File: config.mk
export PLATFORM = sky130hd
export DESIGN_NAME = wb_burst_master_flat
export DESIGN_NICKNAME = d
export VERILOG_FILES = /design/src/rtl/wb_burst_master_if.sv /design/src/rtl/wb_burst_master.sv /design/src/flat_wrapper.sv
export SDC_FILE = /design/constraint.sdc
export NUM_CORES = 1
export LEC_CHECK = 0
export ABC_AREA = 1
export CAP_MARGIN = 25
export CORE_MARGIN = 2
export CORE_UTILIZATION = 32
export CTS_BUF_LIST = sky130_fd_sc_hd__clkbuf_8
export DETAILED_ROUTE_END_ITERATION = 6
export GPL_TIMING_DRIVEN = 0
export SLEW_MARGIN = 10
export SYNTH_ARGS = -nofsm -noshare
export SYNTH_HDL_FRONTEND = slang
export SYNTH_SLANG_ARGS = --single-unit
File: constraint.sdc
create_clock -name sys_clk -period 3.2 [get_ports sys_clk]
set_clock_uncertainty 0.1 [all_clocks]
set_input_delay 0.64 -clock sys_clk [delete_from_list [all_inputs] [get_ports sys_clk]]
set_output_delay 0.64 -clock sys_clk [all_outputs]
set_load 0.02 [all_outputs]
File: src/rtl/wb_burst_master_if.sv
// Wishbone B4 bus bundle between wb_burst_master and a slave port.
`timescale 1ns/1ps
interface wb_burst_master_if #(
  parameter int DW = 32,
  parameter int AW = 26
);
  logic            wb_cyc_o;
  logic            wb_stb_o;
  logic            wb_we_o;
  logic [AW-1:0]   wb_adr_o;
  logic [DW-1:0]   wb_dat_o;
  logic [DW/8-1:0] wb_sel_o;
  logic [2:0]      wb_cti_o;
  logic            wb_ack_i;
  logic            wb_err_i;
  logic [DW-1:0]   wb_dat_i;

  modport master (
    output wb_cyc_o, wb_stb_o, wb_we_o, wb_adr_o, wb_dat_o, wb_sel_o, wb_cti_o,
    input  wb_ack_i, wb_err_i, wb_dat_i
  );

  modport slave (
    input  wb_cyc_o, wb_stb_o, wb_we_o, wb_adr_o, wb_dat_o, wb_sel_o, wb_cti_o,
    output wb_ack_i, wb_err_i, wb_dat_i
  );
endinterface

File: src/rtl/wb_burst_master.sv
// Command-driven Wishbone B4 burst master: single or incrementing bursts,
// per-beat ack timeout and bus-error abort.
`timescale 1ns/1ps
module wb_burst_master #(
  parameter int DW        = 32,
  parameter int AW        = 26,
  parameter int MAX_BURST = 8,
  parameter int TIMEOUT   = 1023,
  parameter int LW        = $clog2(MAX_BURST) + 1
) (
  input  logic            sys_clk,
  input  logic            RESETN,
  input  logic            cmd_valid,
  output logic            cmd_ready,
  input  logic            cmd_we,
  input  logic [AW-1:0]   cmd_addr,
  input  logic [LW-1:0]   cmd_len,
  input  logic [DW/8-1:0] cmd_sel,
  input  logic            wdata_valid,
  output logic            wdata_ready,
  input  logic [DW-1:0]   wdata,
  output logic            rd_valid,
  output logic [DW-1:0]   rd_data,
  output logic            rd_last,
  output logic            busy,
  output logic            done,
  output logic            err,
  wb_burst_master_if.master wb
);

  localparam int            TW   = $clog2(TIMEOUT + 1);
  localparam logic [AW-1:0] STEP = AW'(DW / 8);

  typedef enum logic [1:0] {IDLE, RUN, FIN} state_t;

  state_t            state, state_nxt;
  logic              ready_en;
  logic              we_q;
  logic              single_q;
  logic              cyc_q, stb_q;
  logic [AW-1:0]     adr_q;
  logic [DW-1:0]     dat_q;
  logic [DW/8-1:0]   sel_q;
  logic [2:0]        cti_q;
  logic [LW-1:0]     remaining, rem_nxt;
  logic [TW-1:0]     tmo_cnt;

  logic accept, ack_eff, bus_err, tmo_hit, abort, last_ack, wr_take;

  assign wb.wb_cyc_o = cyc_q;
  assign wb.wb_stb_o = stb_q;
  assign wb.wb_we_o  = we_q;
  assign wb.wb_adr_o = adr_q;
  assign wb.wb_dat_o = dat_q;
  assign wb.wb_sel_o = sel_q;
  assign wb.wb_cti_o = cti_q;

  // Cycle type for the beat that is about to be presented.
  function automatic logic [2:0] cti_of(input logic single, input logic [LW-1:0] rem);
    if (single)            return 3'b000;
    else if (rem == LW'(1)) return 3'b111;
    else                   return 3'b010;
  endfunction

  // State register.
  always_ff @(posedge sys_clk or negedge RESETN) begin
    if (!RESETN) state <= IDLE;
    else         state <= state_nxt;
  end

  // Next-state logic and handshake/abort decode.
  always_comb begin
    state_nxt   = state;
    cmd_ready   = (state == IDLE) & ready_en;
    accept      = cmd_valid & cmd_ready;
    busy        = (state != IDLE);
    // err overrides a simultaneous ack; acks with stb low are ignored
    ack_eff     = stb_q & wb.wb_ack_i & ~wb.wb_err_i;
    bus_err     = stb_q & wb.wb_err_i;
    tmo_hit     = stb_q & ~wb.wb_ack_i & ~wb.wb_err_i & (tmo_cnt == TW'(TIMEOUT - 1));
    abort       = (state == RUN) & (bus_err | tmo_hit);
    last_ack    = ack_eff & (remaining == LW'(1));
    rem_nxt     = remaining - LW'(ack_eff);
    // beat register accepts when empty, or when the held beat is being acked
    // and more beats are still owed
    wdata_ready = (state == RUN) & we_q & (~stb_q | (ack_eff & (remaining > LW'(1))));
    wr_take     = wdata_ready & wdata_valid;
    case (state)
      IDLE: if (accept) state_nxt = (cmd_len == '0) ? FIN : RUN;
      RUN: begin
        if (abort)         state_nxt = IDLE;
        else if (last_ack) state_nxt = FIN;
      end
      FIN:     state_nxt = IDLE;
      default: state_nxt = IDLE;
    endcase
  end

  // Datapath: command latch, beat register, address/count, read return, pulses.
  always_ff @(posedge sys_clk or negedge RESETN) begin
    if (!RESETN) begin
      ready_en  <= 1'b0;
      we_q      <= 1'b0;
      single_q  <= 1'b0;
      cyc_q     <= 1'b0;
      stb_q     <= 1'b0;
      adr_q     <= '0;
      dat_q     <= '0;
      sel_q     <= '0;
      cti_q     <= '0;
      remaining <= '0;
      tmo_cnt   <= '0;
      rd_valid  <= 1'b0;
      rd_data   <= '0;
      rd_last   <= 1'b0;
      done      <= 1'b0;
      err       <= 1'b0;
    end else begin
      ready_en <= 1'b1;
      done     <= 1'b0;
      err      <= 1'b0;
      rd_valid <= 1'b0;
      rd_last  <= 1'b0;
      case (state)
        IDLE: begin
          if (accept) begin
            we_q      <= cmd_we;
            adr_q     <= cmd_addr;
            sel_q     <= cmd_sel;
            remaining <= cmd_len;
            single_q  <= (cmd_len == LW'(1));
            tmo_cnt   <= '0;
            if (cmd_len == '0) begin
              done <= 1'b1;
            end else begin
              cyc_q <= 1'b1;
              stb_q <= ~cmd_we;
              cti_q <= cti_of(cmd_len == LW'(1), cmd_len);
            end
          end
        end
        RUN: begin
          if (abort) begin
            cyc_q   <= 1'b0;
            stb_q   <= 1'b0;
            cti_q   <= '0;
            tmo_cnt <= '0;
            err     <= 1'b1;
          end else begin
            remaining <= rem_nxt;
            if (ack_eff) adr_q <= adr_q + STEP;
            if (ack_eff && !we_q) begin
              rd_data  <= wb.wb_dat_i;
              rd_valid <= 1'b1;
              rd_last  <= (remaining == LW'(1));
            end
            if (!stb_q || wb.wb_ack_i) tmo_cnt <= '0;
            else                       tmo_cnt <= tmo_cnt + TW'(1);
            if (last_ack) begin
              cyc_q <= 1'b0;
              stb_q <= 1'b0;
              cti_q <= '0;
              done  <= 1'b1;
            end else begin
              cti_q <= cti_of(single_q, rem_nxt);
              if (we_q) begin
                if (wr_take) begin
                  dat_q <= wdata;
                  stb_q <= 1'b1;
                end else if (ack_eff) begin
                  stb_q <= 1'b0;
                end
              end
            end
          end
        end
        default: ;
      endcase
    end
  end

endmodule
File: src/flat_wrapper.sv
// flat-port wrapper written by rule: the top's interface ports become plain ports
module wb_burst_master_flat 
#(
  parameter int DW        = 32,
  parameter int AW        = 26,
  parameter int MAX_BURST = 8,
  parameter int TIMEOUT   = 1023,
  parameter int LW        = $clog2(MAX_BURST) + 1
)
  (sys_clk, RESETN, cmd_valid, cmd_ready, cmd_we, cmd_addr, cmd_len, cmd_sel, wdata_valid, wdata_ready, wdata, rd_valid, rd_data, rd_last, busy, done, err, wb_wb_cyc_o, wb_wb_stb_o, wb_wb_we_o, wb_wb_adr_o, wb_wb_dat_o, wb_wb_sel_o, wb_wb_cti_o, wb_wb_ack_i, wb_wb_err_i, wb_wb_dat_i);
  wb_burst_master_if #(.DW(DW), .AW(AW)) wb_i ();
  input  logic sys_clk;
  input  logic RESETN;
  input  logic cmd_valid;
  output logic cmd_ready;
  input  logic cmd_we;
  input  logic [AW-1:0] cmd_addr;
  input  logic [LW-1:0] cmd_len;
  input  logic [DW/8-1:0] cmd_sel;
  input  logic wdata_valid;
  output logic wdata_ready;
  input  logic [DW-1:0] wdata;
  output logic rd_valid;
  output logic [DW-1:0] rd_data;
  output logic rd_last;
  output logic busy;
  output logic done;
  output logic err;
  output wire logic [$bits(wb_i.wb_cyc_o)-1:0] wb_wb_cyc_o;
  output wire logic [$bits(wb_i.wb_stb_o)-1:0] wb_wb_stb_o;
  output wire logic [$bits(wb_i.wb_we_o)-1:0] wb_wb_we_o;
  output wire logic [$bits(wb_i.wb_adr_o)-1:0] wb_wb_adr_o;
  output wire logic [$bits(wb_i.wb_dat_o)-1:0] wb_wb_dat_o;
  output wire logic [$bits(wb_i.wb_sel_o)-1:0] wb_wb_sel_o;
  output wire logic [$bits(wb_i.wb_cti_o)-1:0] wb_wb_cti_o;
  input wire logic [$bits(wb_i.wb_ack_i)-1:0] wb_wb_ack_i;
  input wire logic [$bits(wb_i.wb_err_i)-1:0] wb_wb_err_i;
  input wire logic [$bits(wb_i.wb_dat_i)-1:0] wb_wb_dat_i;
  assign wb_wb_cyc_o = wb_i.wb_cyc_o;
  assign wb_wb_stb_o = wb_i.wb_stb_o;
  assign wb_wb_we_o = wb_i.wb_we_o;
  assign wb_wb_adr_o = wb_i.wb_adr_o;
  assign wb_wb_dat_o = wb_i.wb_dat_o;
  assign wb_wb_sel_o = wb_i.wb_sel_o;
  assign wb_wb_cti_o = wb_i.wb_cti_o;
  assign wb_i.wb_ack_i = wb_wb_ack_i;
  assign wb_i.wb_err_i = wb_wb_err_i;
  assign wb_i.wb_dat_i = wb_wb_dat_i;
  wb_burst_master #(.DW(DW), .AW(AW), .MAX_BURST(MAX_BURST), .TIMEOUT(TIMEOUT), .LW(LW)) u_core (.sys_clk(sys_clk), .RESETN(RESETN), .cmd_valid(cmd_valid), .cmd_ready(cmd_ready), .cmd_we(cmd_we), .cmd_addr(cmd_addr), .cmd_len(cmd_len), .cmd_sel(cmd_sel), .wdata_valid(wdata_valid), .wdata_ready(wdata_ready), .wdata(wdata), .rd_valid(rd_valid), .rd_data(rd_data), .rd_last(rd_last), .busy(busy), .done(done), .err(err), .wb(wb_i));
endmodule
=== After elaboration in Yosys (flattened, before gate mapping) ===
Index checks and enable logic that the tools add are counted.

* $lt $le $gt $ge: 1
* Equality and inequality tests: 12
* Add/subtract/negate cells: 3
* Multipliers: 0
* Div/mod/pow operators: 0
* Bitwise logic cells: 22
* Mux-type cells: 50
* Reductions and logical operators: 18
* Shift operators: 0

{| class="wikitable"
|+ Operator list
! kind !! number
|-
| $mux W26 || 3
|-
| $pmux W26 S2 || 1
|-
| $mux W10 || 3
|-
| $add A26 B3 Y26 const B || 1
|-
| $mux W1 || 23
|-
| $pmux W10 S2 || 1
|-
| $mux W3 || 6
|-
| $and A1 B1 Y1 || 14
|-
| $eq A4 B1 Y1 const B || 3
|-
| $add A10 B1 Y10 const B || 1
|-
| $eq A10 B10 Y1 const B || 1
|-
| $mux W2 || 5
|-
| $reduce_and A5 Y1 || 2
|-
| $reduce_and A3 Y1 || 3
|-
| $mux W4 || 2
|-
| $pmux W4 S2 || 1
|-
| $reduce_and A4 Y1 || 2
|-
| $not A1 Y1 || 6
|-
| $pmux W1 S2 || 3
|-
| $pmux W3 S2 || 1
|-
| $reduce_and A2 Y1 || 3
|-
| $ne A5 B1 Y1 const B || 1
|-
| $gt A4 B1 Y1 const B || 1
|-
| $logic_not A4 Y1 || 1
|-
| other kinds (13) || 18
|}

* Memory bits (writable): 0
* Memory bits (read-only): 0
* Word-level logic and storage cells: 123
* Bits in registers: 122
* Input bits: 105
* Latch bits: 0
* Output and inout bits: 107
* Memories kept: 0

=== Logic depth before layout (Yosys ltp) ===
* Depth in word-level cells: 11
* Mapped depth: 14

=== Worst setup path after synthesis ===
Ideal clock, no wire load.

* Path kind: in2out
* Start: input wb_wb_ack_i
* End: output wdata_ready
* Data arrival time: 1.243 ns
* Setup slack: 1.217 ns
* Cell stages on the path: 5
* Required time: 2.460 ns
* Cell sequence: nand2_1 -> nor2_4 -> nand2_1 -> nand2_1 -> and2_1

* Word-level cells in the longest chain between the ends: 5

{| class="wikitable"
|+ RTL lines
! what !! line !! text
|-
| start, declared || flat_wrapper.sv:36 || <nowiki>input wire logic [$bits(wb_i.wb_ack_i)-1:0] wb_wb_ack_i;</nowiki>
|-
| $and A1 B1 Y1 (2 in series) || wb_burst_master.sv:78 || <nowiki>ack_eff = stb_q & wb.wb_ack_i & ~wb.wb_err_i;</nowiki>
|-
| $and A1 B1 Y1 || wb_burst_master.sv:86 || <nowiki>wdata_ready = (state == RUN) & we_q & (~stb_q | (ack_eff & (remaining > LW'(1))));</nowiki>
|-
| $or A1 B1 Y1 || wb_burst_master.sv:86 ||
|-
| $and A1 B1 Y1 || wb_burst_master.sv:86 ||
|-
| end, declared || flat_wrapper.sv:21 || <nowiki>output logic wdata_ready;</nowiki>
|}

Every way passes these cells.

=== Worst setup path after layout ===
Same ends and word-level chain as after synthesis.

==> results by group <==
Floorplan
  • I/O pin count: 212
  • Die Area: 19100 um2
  • Die W: 138 um
  • Initial core utilization: 0.324
  • Floorplan core area: 17800 um2
  • Row count: 49
  • Die Ht: 138 um

Route
  • DRC Markers: 0
  • Routed Antenna Nets: 0
  • Avg WL per Cell: 14.7 um
  • TritonRoute pass-1 iters: 7
  • WL final: 17200 um
  • DR vias/cell: 4.61
  • Via count: 5390
  • DR iter-0 viols: 348

Setup path
  • CP max-delay cell: clkdlybuf4s50_1
  • CP required: 2.46 ns
  • CP endpoint kind: primary output
  • Cell Chain, Critical Path: clkdlybuf4s50_1, nand2_1, nor2_4, nand2_1, nand2_1, and2_1, dlymetal6s2s_1
  • Maximum fanout along the worst path: 5
  • CP Launch Type: input pin
  • Critical Path AT: 1.99 ns
  • Reg2Reg Depth: 7
  • CP most frequent cell: nand2_1
  • Crit Path Category: input pin to primary output
  • Worst r2r src: u_core.wb.wb_stb_o$_DFFE_PN0P_
  • Max stage delay on crit path: 0.51 ns
  • CP Launch Point: wb_wb_ack_i

Power and ir drop
  • VDD IR max: 0.419 mV
  • Leak pwr: 4.01 nW
  • Tot Pwr: 8.27 mW
  • P per Cell Area: 962 nW/um2

GRT
  • GR Layer Usage met3: 0.0551
  • Vias in the first global route: 5449
  • Met2 Track Usage GR: 0.294
  • Grt peak-use layer: met2
  • GRT Residual Overflow: 0
  • Largest net degree at the start of global routing: 76
  • Initial antenna violation count: 1
  • Met1 Usage GRT: 0.241
  • Tot GR Track Use: 0.183
  • First-pass GRT wire length: 28200 um

CTS
  • Buffers inserted by post-CTS timing repair: 0
  • Htree depth: 4
  • Post-CTS Hold Buffers: 0
  • Clock Latency Late Sink: 0.44 ns
  • TritonCTS clock tree: done
  • TritonCTS Buffers: 17
  • Num Clock Sinks: 121
  • Clk buf depth: 2
  • CTS root buf: clkbuf_8
  • Clock transition at path regs: 0.07 ns

Placed design
  • Post-Place Cells: 1137
  • Hpwl dp: 12700 um
  • PortBufs: 211
  • GPL Wtd Cong: 0.851
  • DP Worst Slack: 0.0995 ns
  • Area after DPL: 8200 um2

Run
  • Max-Cap Viols: 0

STA
  • Final Max Slew Viols: 0
  • Worst-Margin Slew: 0.630 ns
  • RSZ-0062 raised after global routing: no
  • Hold Vio Cnt, Final: 0
  • PnR worst setup slack: 0.467 ns
  • Hold Slack: 0.0357 ns
  • Final cycle utilization of the critical path: 0.854
  • Setup TNS: 0 ns
  • Maximum clock frequency: 366 MHz
  • Final setup viols: 0
  • Worst relative slew slack: 0.580
  • Final min period: 2.73 ns

Logic synthesis
  • Synthesized area per cell: 8.30 um2
  • Top_reg_cell synth: dfrtp_1
  • Sequential share of the synthesized area: 0.524
  • Warnings from Yosys: 0
  • Synth Area in XOR/XNOR: 0.0136
  • Netlist cell types: 33
  • Area share of fa/ha/maj cells after synthesis: 0.0108
  • Largest family of logic cells by synthesized area: simple AND/OR/NAND/NOR gates
  • Simple-gate share of the synthesized area: 0.265
  • FF+latch count, synth: 121
  • Ys async rst share: 1.00
  • EDFF count, synth: 0
  • Cells after Synth: 696
  • Multiplexer share of the synthesized area: 0.0624
  • Mapped Area: 5780 um2
  • Syn_nets: 806
  • Synth Area in Compound Gates: 0.0611

Finish
  • Fin nets: 1037
  • # fillers: 1757
  • Fraction of layout instances using a drive strength above 1: 0.0895
  • Core Util, Final: 0.482
  • Most frequent cells in the layout: nand2_1, clkdlybuf4s50_1, dfrtp_1, nor2_1, inv_1
  • Post-route cell area: 8590 um2
  • Fin cells: 1169
  • Layout area overhead: 48.7%
  • Commonest non-fill, non-tap cell in the layout: nand2_1

Worst hold path
  • Hold Crit Class: input pin to async pin

Run status
  • Status: finished, final reports clean
==> routing by layer <==
layer,wire [um],vias to the layer above
met5,0,-
met4,208,0
met3,1080,15
met2,8270,181
met1,7640,2533
li1,-,2661
==> layout make-up <==
cell class | instances | area (um2) | share of cell area
Antenna cell | 1 | 2.50 | 0.000291
Sequential cell | 121 | 3030 | 0.352
Clock inverter | 11 | 106 | 0.0124
Tap cell | 229 | 287 | 0.0334
Timing Repair Buffer | 212 | 2140 | 0.249
Buffer | 22 | 131 | 0.0153
Clock buffer | 20 | 275 | 0.0320
Inverter | 61 | 229 | 0.0267
Multi-Input combinational cell | 492 | 2390 | 0.278
==> Yosys cell counts, drive strengths merged, types with 12 or more instances <==
library cell  number  area, um2
inv               61        229
dfrtp            121       3030
mux2              32        360
nand2            259        977
buf               14        101
o21ai             41        205
nand3             32        173
nor3              12       60.1
nor2              69        269
==> logic make-up after synthesis <==
family	Yosys count
adder cells (fa/ha/maj)	5
flip-flops	121
multiplexers	32
AND/OR/NAND/NOR	380
XOR/XNOR	9
AO/OA/AOI/OAI	65
buffers and inverters	83
other	1
==> path summary, 6_finish.rpt <==
check	end	slack (ns)
hold reg to reg	u_core.rd_data[23]$_DFFE_PN0P_	0.38
setup / recovery	wdata_ready	0.47
max in group asynchronous	u_core.rd_data[3]$_DFFE_PN0P_	2.24
hold / removal	u_core.wb.wb_sel_o[0]$_DFFE_PN0P_	0.04
min in group sys_clk	u_core.rd_data[23]$_DFFE_PN0P_	0.38
setup reg to reg	u_core.wb.wb_adr_o[19]$_DFFE_PN0P_	1.10
==> worst max-delay path: cells and delay by family <==
family                 cells  cell delay [ns]
buffers and inverters      2             0.76
and+or+nand+nor            5             0.60
==> state kept, by name, summed over array words and instances, names as in the netlist <==
register,flops
u_core.wb.wb_adr_o,26
u_core.err,1
u_core.rd_last,1
u_core.wb.wb_we_o,1
u_core.tmo_cnt,10
u_core.done,1
u_core.wb.wb_sel_o,4
u_core.wb.wb_cyc_o,1
u_core.rd_valid,1
u_core.wb.wb_stb_o,1
u_core.single_q,1
u_core.wb.wb_cti_o,2
u_core.state,2
u_core.remaining,4
u_core.ready_en,1
u_core.rd_data,32
u_core.wb.wb_dat_o,32
==> power by group <==
group / internal, mW / total (mW) / leakage (nW) / switching [mW]
sequential: 2.20 / 2.68 / 1.51 / 0.480
clock: 0.735 / 1.33 / 0.204 / 0.600
combinational: 1.91 / 4.26 / 2.30 / 2.35
total: 4.84 / 8.27 / 4.01 / 3.43
==> what timing repair did <==
| action | CTS | global route |
|---|---|---|
| endpoints found under the hold margin | 0 | 0 |
| gates resized for setup | 0 | 1 |
| setup endpoints to repair | 0 | 1 |
No activity file was read; power rests on OpenSTA's default activity.
